$ cat src/rtl/ps2_pkg.sv
// Shared types and constants for the PS/2 keyboard receiver.
package ps2_pkg;

  typedef enum logic [1:0] {
    IDLE   = 2'd0,
    DATA   = 2'd1,
    PARITY = 2'd2,
    STOP   = 2'd3
  } ps2_state_t;

  localparam logic [7:0] PS2_EXT    = 8'hE0;
  localparam logic [7:0] PS2_BRK    = 8'hF0;
  localparam logic [7:0] PS2_BAT_OK = 8'hAA;
  localparam logic [7:0] PS2_ACK    = 8'hFA;
  localparam logic [7:0] PS2_RESEND = 8'hFE;
  localparam logic [7:0] PS2_ECHO   = 8'hEE;

  localparam int KEY_TOG = 10;
  localparam int KEY_PRS = 9;
  localparam int KEY_EXT = 8;

  function automatic logic is_response(input logic [7:0] code);
    return (code == PS2_BAT_OK) || (code == PS2_ACK) ||
           (code == PS2_RESEND) || (code == PS2_ECHO);
  endfunction

endpackage

$ cat src/rtl/ps2_line_filter.sv
// 2-FF synchronizer plus glitch filter: output follows the line only after
// FILT_LEN consecutive identical synchronized samples. Idles high.
module ps2_line_filter #(
  parameter int FILT_LEN = 8
) (
  input  logic clk_sys,
  input  logic reset_n,
  input  logic line_raw,
  output logic line_filt
);

  localparam int CW = (FILT_LEN > 1) ? $clog2(FILT_LEN) : 1;
  localparam logic [CW-1:0] CNT_LOAD = CW'(FILT_LEN - 1);

  logic          sync_1;
  logic          sync_2;
  logic [CW-1:0] cnt;

  always_ff @(posedge clk_sys or negedge reset_n) begin
    if (!reset_n) begin
      sync_1    <= 1'b1;
      sync_2    <= 1'b1;
      line_filt <= 1'b1;
      cnt       <= CNT_LOAD;
    end else begin
      sync_1 <= line_raw;
      sync_2 <= sync_1;
      // Any sample agreeing with the current output restarts the run.
      if (sync_2 == line_filt) begin
        cnt <= CNT_LOAD;
      end else if (cnt == '0) begin
        line_filt <= sync_2;
        cnt       <= CNT_LOAD;
      end else begin
        cnt <= cnt - 1'b1;
      end
    end
  end

endmodule

$ cat src/rtl/ps2_key_rx.sv
// PS/2 keyboard receiver producing the toggle-strobed 11-bit ps2_key word.
// Define PS2_PARITY_CHK_EN to reject frames with bad odd parity.
module ps2_key_rx
  import ps2_pkg::*;
#(
  parameter int CLK_HZ     = 48_000_000,
  parameter int TIMEOUT_US = 100,
  parameter int FILT_LEN   = 8
) (
  input  logic        clk_sys,
  input  logic        reset_n,
  input  logic        ps2_clk_in,
  input  logic        ps2_dat_in,
  output logic [10:0] ps2_key,
  output logic        frame_err
);

  localparam int WD_LIMIT = CLK_HZ / 1_000_000 * TIMEOUT_US;
  localparam int WD_W     = $clog2(WD_LIMIT + 1);
  localparam logic [WD_W-1:0] WD_LOAD = WD_W'(WD_LIMIT - 1);

  logic            clk_f;
  logic            dat_f;
  logic            clk_f_d;
  logic            strobe;
  logic            frame_ok;
  ps2_state_t      state;
  logic [2:0]      bit_cnt;
  logic [7:0]      shift;
  logic            ext;
  logic            brk;
  logic [WD_W-1:0] wd;

  ps2_line_filter #(.FILT_LEN(FILT_LEN)) u_clk_filt (
    .clk_sys   (clk_sys),
    .reset_n   (reset_n),
    .line_raw  (ps2_clk_in),
    .line_filt (clk_f)
  );

  ps2_line_filter #(.FILT_LEN(FILT_LEN)) u_dat_filt (
    .clk_sys   (clk_sys),
    .reset_n   (reset_n),
    .line_raw  (ps2_dat_in),
    .line_filt (dat_f)
  );

  assign strobe = clk_f_d & ~clk_f;

`ifdef PS2_PARITY_CHK_EN
  logic par_bit;
  assign frame_ok = dat_f & (^shift ^ par_bit);
`else
  assign frame_ok = dat_f;
`endif

  always_ff @(posedge clk_sys or negedge reset_n) begin
    if (!reset_n) begin
      clk_f_d   <= 1'b1;
      state     <= IDLE;
      bit_cnt   <= '0;
      shift     <= '0;
      ext       <= 1'b0;
      brk       <= 1'b0;
      wd        <= WD_LOAD;
      ps2_key   <= '0;
      frame_err <= 1'b0;
`ifdef PS2_PARITY_CHK_EN
      par_bit   <= 1'b0;
`endif
    end else begin
      clk_f_d   <= clk_f;
      frame_err <= 1'b0;
      if (state == IDLE) begin
        wd <= WD_LOAD;
        if (strobe && !dat_f) begin
          state   <= DATA;
          bit_cnt <= '0;
        end
      end else if (strobe) begin
        // A strobe always beats a coincident watchdog terminal count.
        wd <= WD_LOAD;
        case (state)
          DATA: begin
            shift   <= {dat_f, shift[7:1]};
            bit_cnt <= bit_cnt + 3'd1;
            if (bit_cnt == 3'd7) state <= PARITY;
          end
          PARITY: begin
`ifdef PS2_PARITY_CHK_EN
            par_bit <= dat_f;
`endif
            state <= STOP;
          end
          STOP: begin
            state <= IDLE;
            if (!frame_ok) begin
              frame_err <= 1'b1;
              ext       <= 1'b0;
              brk       <= 1'b0;
            end else if (shift == PS2_EXT) begin
              ext <= 1'b1;
            end else if (shift == PS2_BRK) begin
              brk <= 1'b1;
            end else if (!(is_response(shift) && !ext && !brk)) begin
              ps2_key[KEY_TOG] <= ~ps2_key[KEY_TOG];
              ps2_key[KEY_PRS] <= ~brk;
              ps2_key[KEY_EXT] <= ext;
              ps2_key[7:0]     <= shift;
              ext              <= 1'b0;
              brk              <= 1'b0;
            end
          end
          default: state <= IDLE;
        endcase
      end else if (wd == '0) begin
        state     <= IDLE;
        frame_err <= 1'b1;
        ext       <= 1'b0;
        brk       <= 1'b0;
      end else begin
        wd <= wd - 1'b1;
      end
    end
  end

endmodule

$ cat config.mk
export PLATFORM = sky130hd
export DESIGN_NAME = ps2_key_rx
export DESIGN_NICKNAME = d
export VERILOG_FILES = /design/src/rtl/ps2_pkg.sv /design/src/rtl/ps2_line_filter.sv /design/src/rtl/ps2_key_rx.sv
export SDC_FILE = /design/constraint.sdc
export NUM_CORES = 1
export LEC_CHECK = 0
export BUFFER_PORTS_ARGS = -buffer_cell sky130_fd_sc_hd__clkbuf_2
export CAP_MARGIN = 5
export CORE_MARGIN = 4
export CORE_UTILIZATION = 40
export DETAILED_ROUTE_END_ITERATION = 12
export PLACE_DENSITY_LB_ADDON = 0.25
export SETUP_SLACK_MARGIN = 0.4
export SYNTH_ARGS = -nofsm -noshare
export SYNTH_HDL_FRONTEND = slang
export SYNTH_SLANG_ARGS = --single-unit
$ cat constraint.sdc
create_clock -name clk_sys -period 4 [get_ports clk_sys]
set_clock_uncertainty 0.2 [all_clocks]
set_input_delay 0.6 -clock clk_sys [delete_from_list [all_inputs] [get_ports clk_sys]]
set_output_delay 0.6 -clock clk_sys [all_outputs]
set_load 0.05 [all_outputs]
Word level (Yosys, flattened, before mapping) --
Cells that the tools add are included.
Storage, ports and cells: bits in registers 53, input bits 4, output and inout port bits 12, logic and storage cells 110
Operators by class: $add $sub $neg 4, eq/ne operators 20, muxes and demuxes 34, bitwise gates (word level) 10, reduce and logical (&&, ||, !) cells 25
Operator list (count):
- $eq A8 B8 Y1 const B | 6
- $mux W13 | 3
- $mux W3 | 8
- $mux W1 | 17
- $ne A4 B4 Y1 const B | 4
- $logic_not A13 Y1 | 1
- $sub A13 B1 Y13 const B | 1
- $mux W2 | 5
- $reduce_and A5 Y1 | 2
- $not A1 Y1 | 9
- $reduce_and A3 Y1 | 3
- $reduce_and A7 Y1 | 1
- $logic_not A3 Y1 | 2
- $ne A3 B3 Y1 const B | 2
- $reduce_bool A2 Y1 | 3
- $sub A3 B1 Y3 const B | 2
- $eq A2 B2 Y1 const B | 2
- $ne A2 B1 Y1 const B | 2
- $pmux W2 S2 | 1
- $reduce_and A2 Y1 | 2
- $add A3 B1 Y3 const B | 1
- $eq A3 B3 Y1 const B | 1
- $logic_and A1 B1 Y1 | 3
- $logic_not A1 Y1 | 3
- 6 further kinds | 9

Logic depth before layout (Yosys ltp) --
Gate-level depths: netlist (run 1).
word-level depth 12, mapped depth 7, depth with buffers taken out 6

Modules after synthesis --
From an unflattened synthesis (run 1), not the netlist that was laid out.
Second synthesis, totals: cells, all modules 214, area, all modules 2503.7 sq um
By module, submodules not included:
- ps2_key_rx | times used 1, cells an instance 178, area each 1993.2 sq um
- ps2_line_filter | times used 2, cells an instance 18, area each 255.2 sq um

Least setup slack after synthesis (run 1) --
OpenSTA, ideal clock, no wires.
path type register to register, from register state[0], to register ps2_key[0], data arrival time 1875 ps, data required time 3675 ps, slack 1801 ps, cell stages (with the launch flop) 8, period minus slack after synthesis 2199 ps, path through dfrtp_1 -> inv_1 -> ha_1 -> and4bb_2 -> nand2_1 -> a211oi_1 -> buf_2 -> mux2_2
On the way: cells in the longest elaborated chain, start to end 3, elaborated cells on any way between the ends 4, those cells by class 1 x eq/ne; 1 x bitwise; 2 x reduce/logical
Ends and longest elaborated chain:
- start: declaration | line ps2_key_rx.sv:27 | ps2_state_t state;
- start signal: assignment | line ps2_key_rx.sv:60 | state <= IDLE;
- start signal: assignment | line ps2_key_rx.sv:77 | state <= DATA;
- start signal: assignment | line ps2_key_rx.sv:87 | if (bit_cnt == 3'd7) state <= PARITY;
- $logic_not A2 Y1 | line ps2_key_rx.sv:74 | if (state == IDLE) begin
- $not A1 Y1 (no source line)
- $reduce_and A7 Y1 (no source line) (*)
- end signal: indexed assignment | line ps2_key_rx.sv:106 | ps2_key[KEY_TOG] <= ~ps2_key[KEY_TOG];
- end signal: indexed assignment | line ps2_key_rx.sv:107 | ps2_key[KEY_PRS] <= ~brk;
- end signal: indexed assignment | line ps2_key_rx.sv:108 | ps2_key[KEY_EXT] <= ext;
- end: declaration | line ps2_key_rx.sv:14 | output logic [10:0] ps2_key,
Every way passes the cells marked *; elsewhere a longest branch is shown, timed or not. A chain may end at the register's enable or synchronous reset.

Final worst setup path (run 1) --
from register state[1], to register ps2_key[7]
The elaborated chain is that of the path after synthesis.

==> results of run 1 <==
[registers in the layout, summed over array words and instances (netlist names), 2 cells and up]
name and cells:
wd 13, ps2_key 11, shift 8, bit_cnt 3, u_clk_filt.cnt 3, u_dat_filt.cnt 3
state 2
[stage by stage]
| stage | std cells | utilization | total power (µW) |
|---|---|---|---|
| 2_1_floorplan | 216 | - | 1070 |
| 3_3_place_gp | 304 | 0.447 | 1170 |
| 3_5_place_dp | 304 | 0.447 | 1190 |
| 4_1_cts | 312 | 0.466 | 1550 |
| 5_1_grt | 312 | 0.466 | 1640 |
| 6_report | 312 | 0.466 | 1530 |
[layer usage]
layer / vias up / part of all wire
met3: 7 / 0.033
met2: 26 / 0.45
met1: 775 / 0.50
li1: 811 / -
met5: - / 0
met4: 0 / 0.017
[Yosys cell counts (all sizes together) (2+ instances only)]
library cell,number,area [µm²]
inv,13,48.8
nor2,12,45.0
xor2,4,35.0
dfrtp,31,776
or4,4,30.0
nor2b,4,25.0
nand3,5,25.0
a211oi,3,22.5
nor3,8,40.0
buf,2,10.0
dfstp,22,578
nand2b,5,31.3
a21oi,4,20.0
nand2,13,48.8
clkbuf,3,11.3
nor4,5,46.3
xnor2,3,26.3
mux2,20,225
or3,4,25.0
o211ai,2,15.0
o41ai,2,17.5
or2,2,12.5
a31oi,2,12.5
ha,11,138
o21ai,13,65.1
mux2i,3,30.0
[layout make-up]
type                       instances  area share
clock inverter                     2      0.0139
tap                               75      0.0336
multi-input combinational        145       0.389
sequential                        53       0.485
timing repair buffer              18      0.0350
inverter                          13      0.0175
clock buffer                       6      0.0260
[worst register-to-register path: stages (launching register included)]
cell and delay (ns):
dfrtp_1 0.40, inv_1 0.10, ha_1 0.34, and4bb_2 0.39, nand2_1 0.08, a211oi_2 0.71, mux2_2 0.42
[worst max-delay path by stage]
stage              from  cells past startpoint         end
2_1_floorplan  state[0]                      7  ps2_key[0]
3_3_place_gp   state[0]                      6  ps2_key[0]
3_5_place_dp   state[1]                      6  ps2_key[1]
4_1_cts        state[1]                      6  ps2_key[1]
5_1_grt        state[1]                      6  ps2_key[1]
6_report       state[1]                      6  ps2_key[7]
[report_power, final]
part           leakage [µW]  total, µW  switching (µW)  internal, µW
logic              0.000560        412             232           180
clock network     0.0000554        364             175           188
registers          0.000647        753            80.9           673
[kinds of logic after synthesis]
logic type,Yosys count,share of synthesized area
AND/OR/NAND/NOR,71,0.164
flip-flops,53,0.541
AO/OA/AOI/OAI,33,0.0855
multiplexers,23,0.102
buffers and inverters,18,0.0280
adder cells (fa/ha/maj),11,0.0550
XOR/XNOR,7,0.0245
==> impl_metrics.py, run 1 <==
metrics = {
    "status": {
        "outcome": "completed",
    },
    "critical_path": {
        "r2r_setup_slack_ns": 1.26,
        "worst_path_largest_cell_delay_ns": 0.71,
        "setup.worst_path.class": "reg -> reg",
        "r2r_start": "state[1]",
        "critPathLaunchType": "flop",
        "crit_buf_inv": 1,
        "arrival_ns": 2.73,
        "worstPathCellList": "inv_1 -> ha_1 -> and4bb_2 -> nand2_1 -> a211oi_2 -> mux2_2",
        "worstReg2RegEnd": "ps2_key[7]",
        "critical-path-top-delay-family": "compound AO/OA/AOI/OAI gates",
        "endpoint_kind": "flop",
        "cp.required_ns": 4.00,
        "reg2reg_depth": 6,
        "crit_fanout": 15,
        "crit_path_top_delay_cell": "a211oi_2",
    },
    "clock_network": {
        "cts_buffers": 5,
        "postCtsHoldBufs": 0,
        "clock_latency_ns": 0.31,
        "cts_setup_buffers": 0,
        "cts_tree": "built",
        "cts_sinks": 53,
        "clkTransAtPathRegs_ns": 0.10,
        "cts.htree.levels": 2,
        "cts-root-buf": "clkbuf_8",
        "clockBufferDepth": 2,
        "cts_resized": 0,
    },
    "grt": {
        "met3_usage": 0.0303,
        "grt_pass1_wl_mm": 7.66,
        "grt-ovfl-total": 0,
        "grt_pass1_vias": 1580,
        "gr-max-usage-layer": "met2",
        "grtUsageMet1": 0.180,
        "grt_max_degree": 28,
        "grt.total_usage": 0.126,
        "antenna_found_initial": 0,
        "globalRouteMet2Util": 0.187,
    },
    "drt": {
        "dr.pass1.iters": 4,
        "vias": 1619,
        "finalWirelength_mm": 4.35,
        "drc_errors": 0,
        "wl_per_cell_um": 13.9,
        "avgViaCountPerCell": 5.19,
        "ant_nets": 0,
        "drtIter0Drc": 99,
    },
    "die": {
        "die_w_um": 87.1,
        "coreArea_um2": 5990,
        "die_area_um2": 7590,
        "start_util": 0.418,
        "die_h_um": 87.1,
        "io_pins": 16,
        "rows": 28,
    },
    "layout": {
        "final_common_cell": "dfrtp_1",
        "nFillCells": 548,
        "antenna_cells": 0,
        "seq_area_um2": 1350,
        "nets": 251,
        "multi_input_area_um2": 1080,
        "drive_gt1_frac": 0.312,
        "layout.cells.most_common_list": "31 x dfrtp_1, 22 x dfstp_2, 20 x mux2_2",
        "fin_area_um2": 2790,
        "area_growth_pct": 11.4,
    },
    "synthesis": {
        "synth_edf_count": 0,
        "ys_warn_count": 0,
        "syn_nets": 231,
        "ys_seq_elements": 53,
        "syn_area_per_cell_um2": 11.6,
        "syn-cell-area_um2": 2500,
        "syn-instance-count": 216,
        "ys_async_sr_fraction": 1.00,
        "synth_seq_area_share": 0.541,
        "synthFlopType": "dfrtp_1",
        "yosys.cell_types.count": 43,
    },
    "timing": {
        "period_share": 0.684,
        "worst_pin_slew_ns": 0.901,
        "relSlewSlack": 0.398,
        "rsz0062_at_grt": "no",
        "tns_ns": 0,
        "holdWs_ns": 0.107,
        "slew_viol_final": 0,
        "fmax_ghz": 0.366,
        "fin_crit_ns": 2.74,
        "setup_violations": 0,
        "worst_slack_ns": 1.26,
        "finalHoldViolations": 0,
    },
    "placed_design": {
        "preCtsSetupSlack_ns": 1.22,
        "portBuffers": 15,
        "place.gp.congestion": 0.795,
        "post_dp_cell_area_um2": 2680,
        "hpwl_mm": 3.15,
    },
    "power": {
        "p_per_area_nw_per_um2": 548,
        "peakVddDrop_mv": 0.248,
        "p_leak_uw": 0.00126,
    },
    "worst_hold_path": {
        "min_path_type": "in -> async",
    },
    "flow_run": {
        "drv_cap": 0,
    },
}
Note: power is estimated with default switching activity, not from simulation.
==> run 2, diff against run 1 <==
clock period = 2.6 ns   (was 4 ns; I/O delays follow)
==> run 2 against run 1 <==
Compared with the run above: the flow now finishes with violations (negative hold slack); critical endpoint unchanged; die area is the same; design area grew 5.6%; critical path type unchanged; critical path depth grew 1; global-route usage shrank 0.20 points; count of clock-buffer cells in the layout shrank 1; cell count grew 4.2%; sequential share of layout area shrank 2.6 points; register-to-register slack lost 0.84 ns.
==> impl_metrics.py, run 2 (synthesis gave the netlist of run 1 again) <==
metrics = {
    "layout": {
        "layout.cells.most_common_list": "31 x dfrtp_1, 22 x dfstp_2, 15 x mux2_2, 15 x clkbuf_2, 13 x o21ai_0",
        "final_common_cell": "dfrtp_1",
        "largest_reg_flops": 13,
        "reg_top3": "wd x13, ps2_key x11, shift x8",
        "nets": 264,
        "regMostFlops": "wd",
        "fin_area_um2": 2950,
        "antenna_cells": 0,
        "drive_gt1_frac": 0.376,
        "area_growth_pct": 17.7,
    },
    "status": {
        "outcome": "complete, but fails checks",
        "violations": "negative hold slack",
    },
    "drt": {
        "vias": 1699,
        "avgViaCountPerCell": 5.23,
        "met3_length_um": 113,
        "topRoutingLayerUsed": "met4",
        "wl_per_cell_um": 13.9,
        "finalWirelength_mm": 4.51,
        "ant_nets": 0,
        "drtIter0Drc": 47,
        "wl_met2_mm": 2.09,
        "wl_met1_mm": 2.24,
        "dr.pass1.iters": 4,
        "drc_errors": 0,
    },
    "placed_design": {
        "hpwl_mm": 2.98,
        "portBuffers": 15,
        "place.gp.congestion": 0.794,
        "post_dp_cell_area_um2": 2720,
    },
    "die": {
        "coreArea_um2": 5990,
        "io_pins": 16,
        "rows": 28,
        "die_w_um": 87.1,
        "die_area_um2": 7590,
        "start_util": 0.418,
        "die_h_um": 87.1,
    },
    "power": {
        "p_int_uw": 1560,
        "peakVddDrop_mv": 0.424,
        "p_per_area_nw_per_um2": 797,
        "p_seq_frac": 0.496,
        "combinationalPowerShare": 0.306,
        "swShare": 0.336,
        "p_leak_uw": 0.00132,
        "pwr-share-clk": 0.198,
        "p_switching_uw": 790,
    },
    "critical_path": {
        "setup.worst_path.class": "reg -> reg",
        "arrival_ns": 2.17,
        "worstPathCellList": "inv_2 -> ha_4 -> and4bb_2 -> nand2_2 -> a211oi_4 -> buf_6 -> mux2_4",
        "r2r_start": "state[0]",
        "crit_buf_inv": 2,
        "crit_fanout": 7,
        "cp.required_ns": 2.60,
        "worst_path_largest_cell_delay_ns": 0.43,
        "endpoint_kind": "flop",
        "critical-path-top-delay-family": "simple AND/OR/NAND/NOR gates",
        "crit_path_top_delay_cell": "dfrtp_1",
        "critPathLaunch": "state[0]",
        "critPathLaunchType": "flop",
    },
    "clock_network": {
        "cts.htree.levels": 2,
        "cts_sinks": 53,
        "clockBufferDepth": 2,
        "clock_latency_ns": 0.31,
        "cts_tree": "built",
        "clkTransAtPathRegs_ns": 0.10,
        "cts-root-buf": "clkbuf_8",
        "cts_buffers": 5,
    },
    "grt": {
        "grt-ovfl-total": 0,
        "grt_max_degree": 54,
        "grt_pass1_wl_mm": 7.42,
        "grt.total_usage": 0.124,
        "antenna_found_initial": 0,
        "grt_pass1_vias": 1634,
    },
    "timing": {
        "finalHoldViolations": 6,
        "rsz0062_at_grt": "no",
        "setup_violations": 0,
        "fmax_ghz": 0.460,
        "tns_ns": 0,
        "worst_pin_slew_ns": 0.664,
        "fin_crit_ns": 2.17,
        "slew_viol_final": 0,
        "holdWs_ns": -0.0171,
        "relSlewSlack": 0.557,
        "period_share": 0.835,
    },
    "flow_run": {
        "drv_cap": 0,
    },
    "worst_hold_path": {
        "min_path_type": "in -> async",
    },
}
-- run 2: cell types whose count changed in the layout (fill, tap and decap cells not counted), sizes merged --
cell,before,now
bufinv,1,0
dlygate4sd3,0,2
buf,3,14
clkbuf,21,20
clkinv,1,3
-- run 2: cell type report --
type                            instances  area [µm²]
Fill cell                             552        3050
Sequential cell                        53        1350
Multi-Input combinational cell        145        1150
Timing Repair Buffer                   31         211
Tap cell                               75        93.8
Clock buffer                            5        68.8
Inverter                               13        48.8
Clock inverter                          3        22.5
-- run 2: timing repair --
| action | CTS | global route |
|---|---|---|
| setup endpoints to repair | 4 | 15 |
| gates resized for setup | 1 | 18 |
| setup buffers | 1 | 5 |
| hold endpoints to repair | 2 | 0 |
| hold buffers | 2 | 0 |
| pin swaps | 1 | 4 |
-- run 2: final timing paths --
path / to / slack [ns] / cells past startpoint
min in group clk_sys: u_clk_filt.sync_2 / 0.16 / 0
hold reg to reg: u_clk_filt.sync_2 / 0.16 / 0
max in group asynchronous: bit_cnt[1] / 1.77 / 2
setup / recovery: ps2_key[7] / 0.43 / 7
hold / removal: wd[11] / -0.02 / 2
setup reg to reg: ps2_key[7] / 0.43 / 7
-- run 2: worst register-to-register path, stage by stage, from the launching register on --
cell and delay [ns]:
dfrtp_1 0.43, inv_2 0.08, ha_4 0.16, and4bb_2 0.35
nand2_2 0.09, a211oi_4 0.26, buf_6 0.19, mux2_4 0.30
-- run 2: metrics by stage --
| stage | cells | worst slack, ns | total power, µW | util |
|---|---|---|---|---|
| 2_1_floorplan | 216 | 0.401 | 1640 | - |
| 5_1_grt | 325 | 0.350 | 2540 | 0.492 |
| 3_5_place_dp | 309 | 0.354 | 1830 | 0.453 |
| 6_report | 325 | 0.428 | 2350 | 0.492 |
| 4_1_cts | 320 | 0.387 | 2310 | 0.474 |
| 3_3_place_gp | 309 | 0.376 | 1810 | 0.453 |
-- run 2: per-layer routing --
metal,track usage,up-vias
li1,-,840
met1,0.170,837
met2,0.189,16
met3,0.0341,6
met4,0.0460,0
met5,0,-
-- run 2: power groups by stage --
stage / Combinational [µW] / Clock [µW] / Sequential [µW]
after floorplan: 494 / 0 / 1150
after global placement: 641 / 0 / 1170
after detailed placement: 652 / 0 / 1180
after CTS: 657 / 490 / 1160
after global routing: 828 / 520 / 1190
final: 719 / 464 / 1160
==> run 3, diff against run 2 <==
ABC_AREA = 1   (was default)
clock period = 1.9 ns   (was 2.6 ns; I/O delays follow)
==> run 3 against run 2 <==
Compared with the run above: the run now ends clean; critical path depth rose by 1; area after synthesis rose by 9.7%; sequential cell count did not move; core utilization rose by 6.2 points; design area rose by 22%; power rose by 45%; setup slack got worse by 0.23 ns; fmax rose by 28%; sequential share of layout area fell by 8.2 points; synthesized cell count rose by 45%; critical path type unchanged.
==> impl_metrics.py, run 3 <==
metrics = {
    "timing": {
        "fmax_ghz": 0.589,
        "period_share": 0.894,
        "setup_violations": 0,
        "slew_viol_final": 0,
        "rsz0062_at_grt": "yes",
        "relSlewSlack": 0.800,
        "finalHoldViolations": 0,
        "worst_pin_slew_ns": 0.297,
        "tns_ns": 0,
        "fin_crit_ns": 1.70,
    },
    "layout": {
        "antenna_cells": 0,
        "drive_gt1_frac": 0.460,
        "multi_input_area_um2": 1420,
        "final_common_cell": "nand2_1",
        "area_growth_pct": 30.9,
        "regMostFlops": "wd",
        "seq_area_um2": 1360,
        "reg_top3": "wd x13, ps2_key x11, shift x8",
        "final_util": 0.554,
        "layout.cells.most_common_list": "61 x nand2_1, 31 x inv_1, 29 x dfrtp_1",
        "nets": 375,
        "nFillCells": 586,
        "largest_reg_flops": 13,
    },
    "clock_network": {
        "cts_sinks": 53,
        "cts_buffers": 5,
        "clkTransAtPathRegs_ns": 0.09,
        "clockBufferDepth": 2,
        "cts_tree": "built",
        "cts-root-buf": "clkbuf_8",
        "clock_latency_ns": 0.31,
        "cts.htree.levels": 2,
    },
    "critical_path": {
        "cp.required_ns": 1.91,
        "arrival_ns": 1.71,
        "critPathLaunch": "u_dat_filt.line_filt",
        "worstPathCellList": "inv_4 -> nor2_8 -> nand3_4 -> nor2_4 -> nand3_4 -> clkbuf_16 -> nand2_2 -> o21ai_2",
        "worst_path_largest_cell_delay_ns": 0.57,
        "crit_fanout": 5,
        "setup.worst_path.class": "reg -> reg",
        "crit_path_top_delay_cell": "dfstp_2",
        "critPathLaunchType": "flop",
        "r2r_start": "u_dat_filt.line_filt",
        "endpoint_kind": "flop",
        "cp_common_cell": "nand3_4",
    },
    "synthesis": {
        "ys_async_sr_fraction": 1.00,
        "syn-cell-area_um2": 2750,
        "ys_seq_elements": 53,
        "syn-instance-count": 314,
        "yosys.cell_types.count": 33,
        "syn_nets": 329,
        "synthTopCellsByArea": "dfrtp_1 28%, dfstp_2 21%, nand2_1 9.4%, inv_1 5.3%, ha_1 5.0%",
        "synth_top_area_frac": 0.282,
        "synth_edf_count": 0,
        "ys_warn_count": 0,
        "synthTopCellsByCount": "69 x nand2_1, 39 x inv_1, 31 x dfrtp_1, 26 x nor2_1, 22 x dfstp_2",
        "syn_area_per_cell_um2": 8.75,
        "synthFlopType": "dfrtp_1",
        "yosysMostFrequentCell": "nand2_1",
        "synth_seq_area_share": 0.493,
        "synth_top_area_cell": "dfrtp_1",
    },
    "status": {
        "outcome": "completed",
    },
    "drt": {
        "avgViaCountPerCell": 4.86,
        "finalWirelength_mm": 5.77,
        "vias": 2130,
        "wl_per_cell_um": 13.2,
        "drc_errors": 0,
        "drtIter0Drc": 53,
        "dr.pass1.iters": 5,
        "ant_nets": 0,
    },
    "grt": {
        "grt.total_usage": 0.137,
        "grt_max_degree": 54,
        "grt_pass1_wl_mm": 9.24,
        "antenna_found_initial": 0,
        "grt_pass1_vias": 2020,
        "grt-ovfl-total": 0,
    },
    "power": {
        "swShare": 0.339,
        "p_per_area_nw_per_um2": 950,
        "combinationalPowerShare": 0.344,
        "p_leak_uw": 0.00167,
        "p_int_uw": 2260,
        "peakVddDrop_mv": 0.607,
        "pwr-share-clk": 0.235,
        "p_seq_frac": 0.421,
        "p_switching_uw": 1160,
    },
    "die": {
        "start_util": 0.423,
        "coreArea_um2": 6490,
        "rows": 29,
        "die_w_um": 90.9,
        "io_pins": 16,
        "die_h_um": 90.9,
        "die_area_um2": 8260,
    },
    "placed_design": {
        "place.gp.congestion": 0.801,
        "hpwl_mm": 3.59,
        "portBuffers": 15,
    },
    "worst_hold_path": {
        "hold_start": "u_clk_filt.sync_1",
        "min_path_type": "reg -> reg",
    },
    "flow_run": {
        "drv_cap": 0,
    },
}
-- run 3: cell count changes in the layout (fill, tap and decap cells not counted), sizes merged, moves of 4 or more --
cell	delta
nor3	-4
nand2	+69
or4	-4
inv	+37
nand4	+4
or3	-4
nor2b	-4
nor2	+21
mux2	-20
nand2b	-5
nor4	-5
o21ai	+19
nand3	+18
buf	+13
-- run 3: path summary, 6_finish.rpt --
check / to / slack [ns] / cells after the start
max in group asynchronous: wd[4] / 0.90 / 3
max reg2reg: ps2_key[9] / 0.20 / 8
max: ps2_key[9] / 0.20 / 8
min in group asynchronous: state[1] / 0.30 / 3
min: u_clk_filt.sync_2 / 0.16 / 0
min reg2reg: u_clk_filt.sync_2 / 0.16 / 0
-- run 3: stage by stage --
step | total power (µW) | setup WS [ns] | cell area [µm²] | hold slack [ns] | std cells
2_1_floorplan | 2060 | 0.333 | 2790 | -0.211 | 314
6_report | 3420 | 0.201 | 3600 | 0.160 | 438
5_1_grt | 3620 | 0.131 | 3600 | 0.167 | 438
3_3_place_gp | 2230 | 0.169 | 2990 | 0.109 | 407
3_5_place_dp | 2260 | 0.155 | 2990 | 0.113 | 407
4_1_cts | 3300 | 0.214 | 3350 | 0.162 | 427
-- run 3: kinds of logic after synthesis --
group | synth area share
compound gates | 0.0980
flops | 0.493
fa+ha+maj | 0.0501
buf+inv | 0.0856
simple gates | 0.264
xor+xnor | 0.00957
-- run 3: per-layer routing --
layer / up-vias / share of wire / track usage
met5: - / 0 / 0
met2: 24 / 0.48 / 0.213
met1: 1012 / 0.49 / 0.186
met4: 0 / 0.018 / 0.0565
li1: 1084 / - / -
met3: 10 / 0.021 / 0.0283
-- run 3: critical path: cells and delay by family (launching register included) --
| kind | cells | cell delay, ns |
|---|---|---|
| compound gates | 1 | 0.04 |
| buf+inv | 2 | 0.27 |
| flops | 1 | 0.57 |
| simple gates | 5 | 0.51 |
-- run 3: cell type report --
type | instances | share of cell area
Multi-Input combinational cell | 205 | 0.395
Sequential cell | 53 | 0.377
Clock buffer | 7 | 0.0240
Tap cell | 77 | 0.0268
Inverter | 51 | 0.0560
Timing Repair Buffer | 44 | 0.113
Clock inverter | 1 | 0.00835
-- run 3: timing repair --
action                     4_1_cts  5_1_grt
hold buffers                     3        0
cloned                           0        3
pin swaps                       16       14
buffers inserted                 9        8
gates resized for setup         34       41
setup endpoints to repair       42       46
hold endpoints to repair        33        0
-- run 3: power groups by stage --
stage	clock network (µW)	registers [µW]	logic (µW)
after floorplan	0	1430	629
after global placement	0	1450	785
after detailed placement	0	1450	811
after CTS	827	1430	1040
after global routing	874	1450	1300
final	803	1440	1170
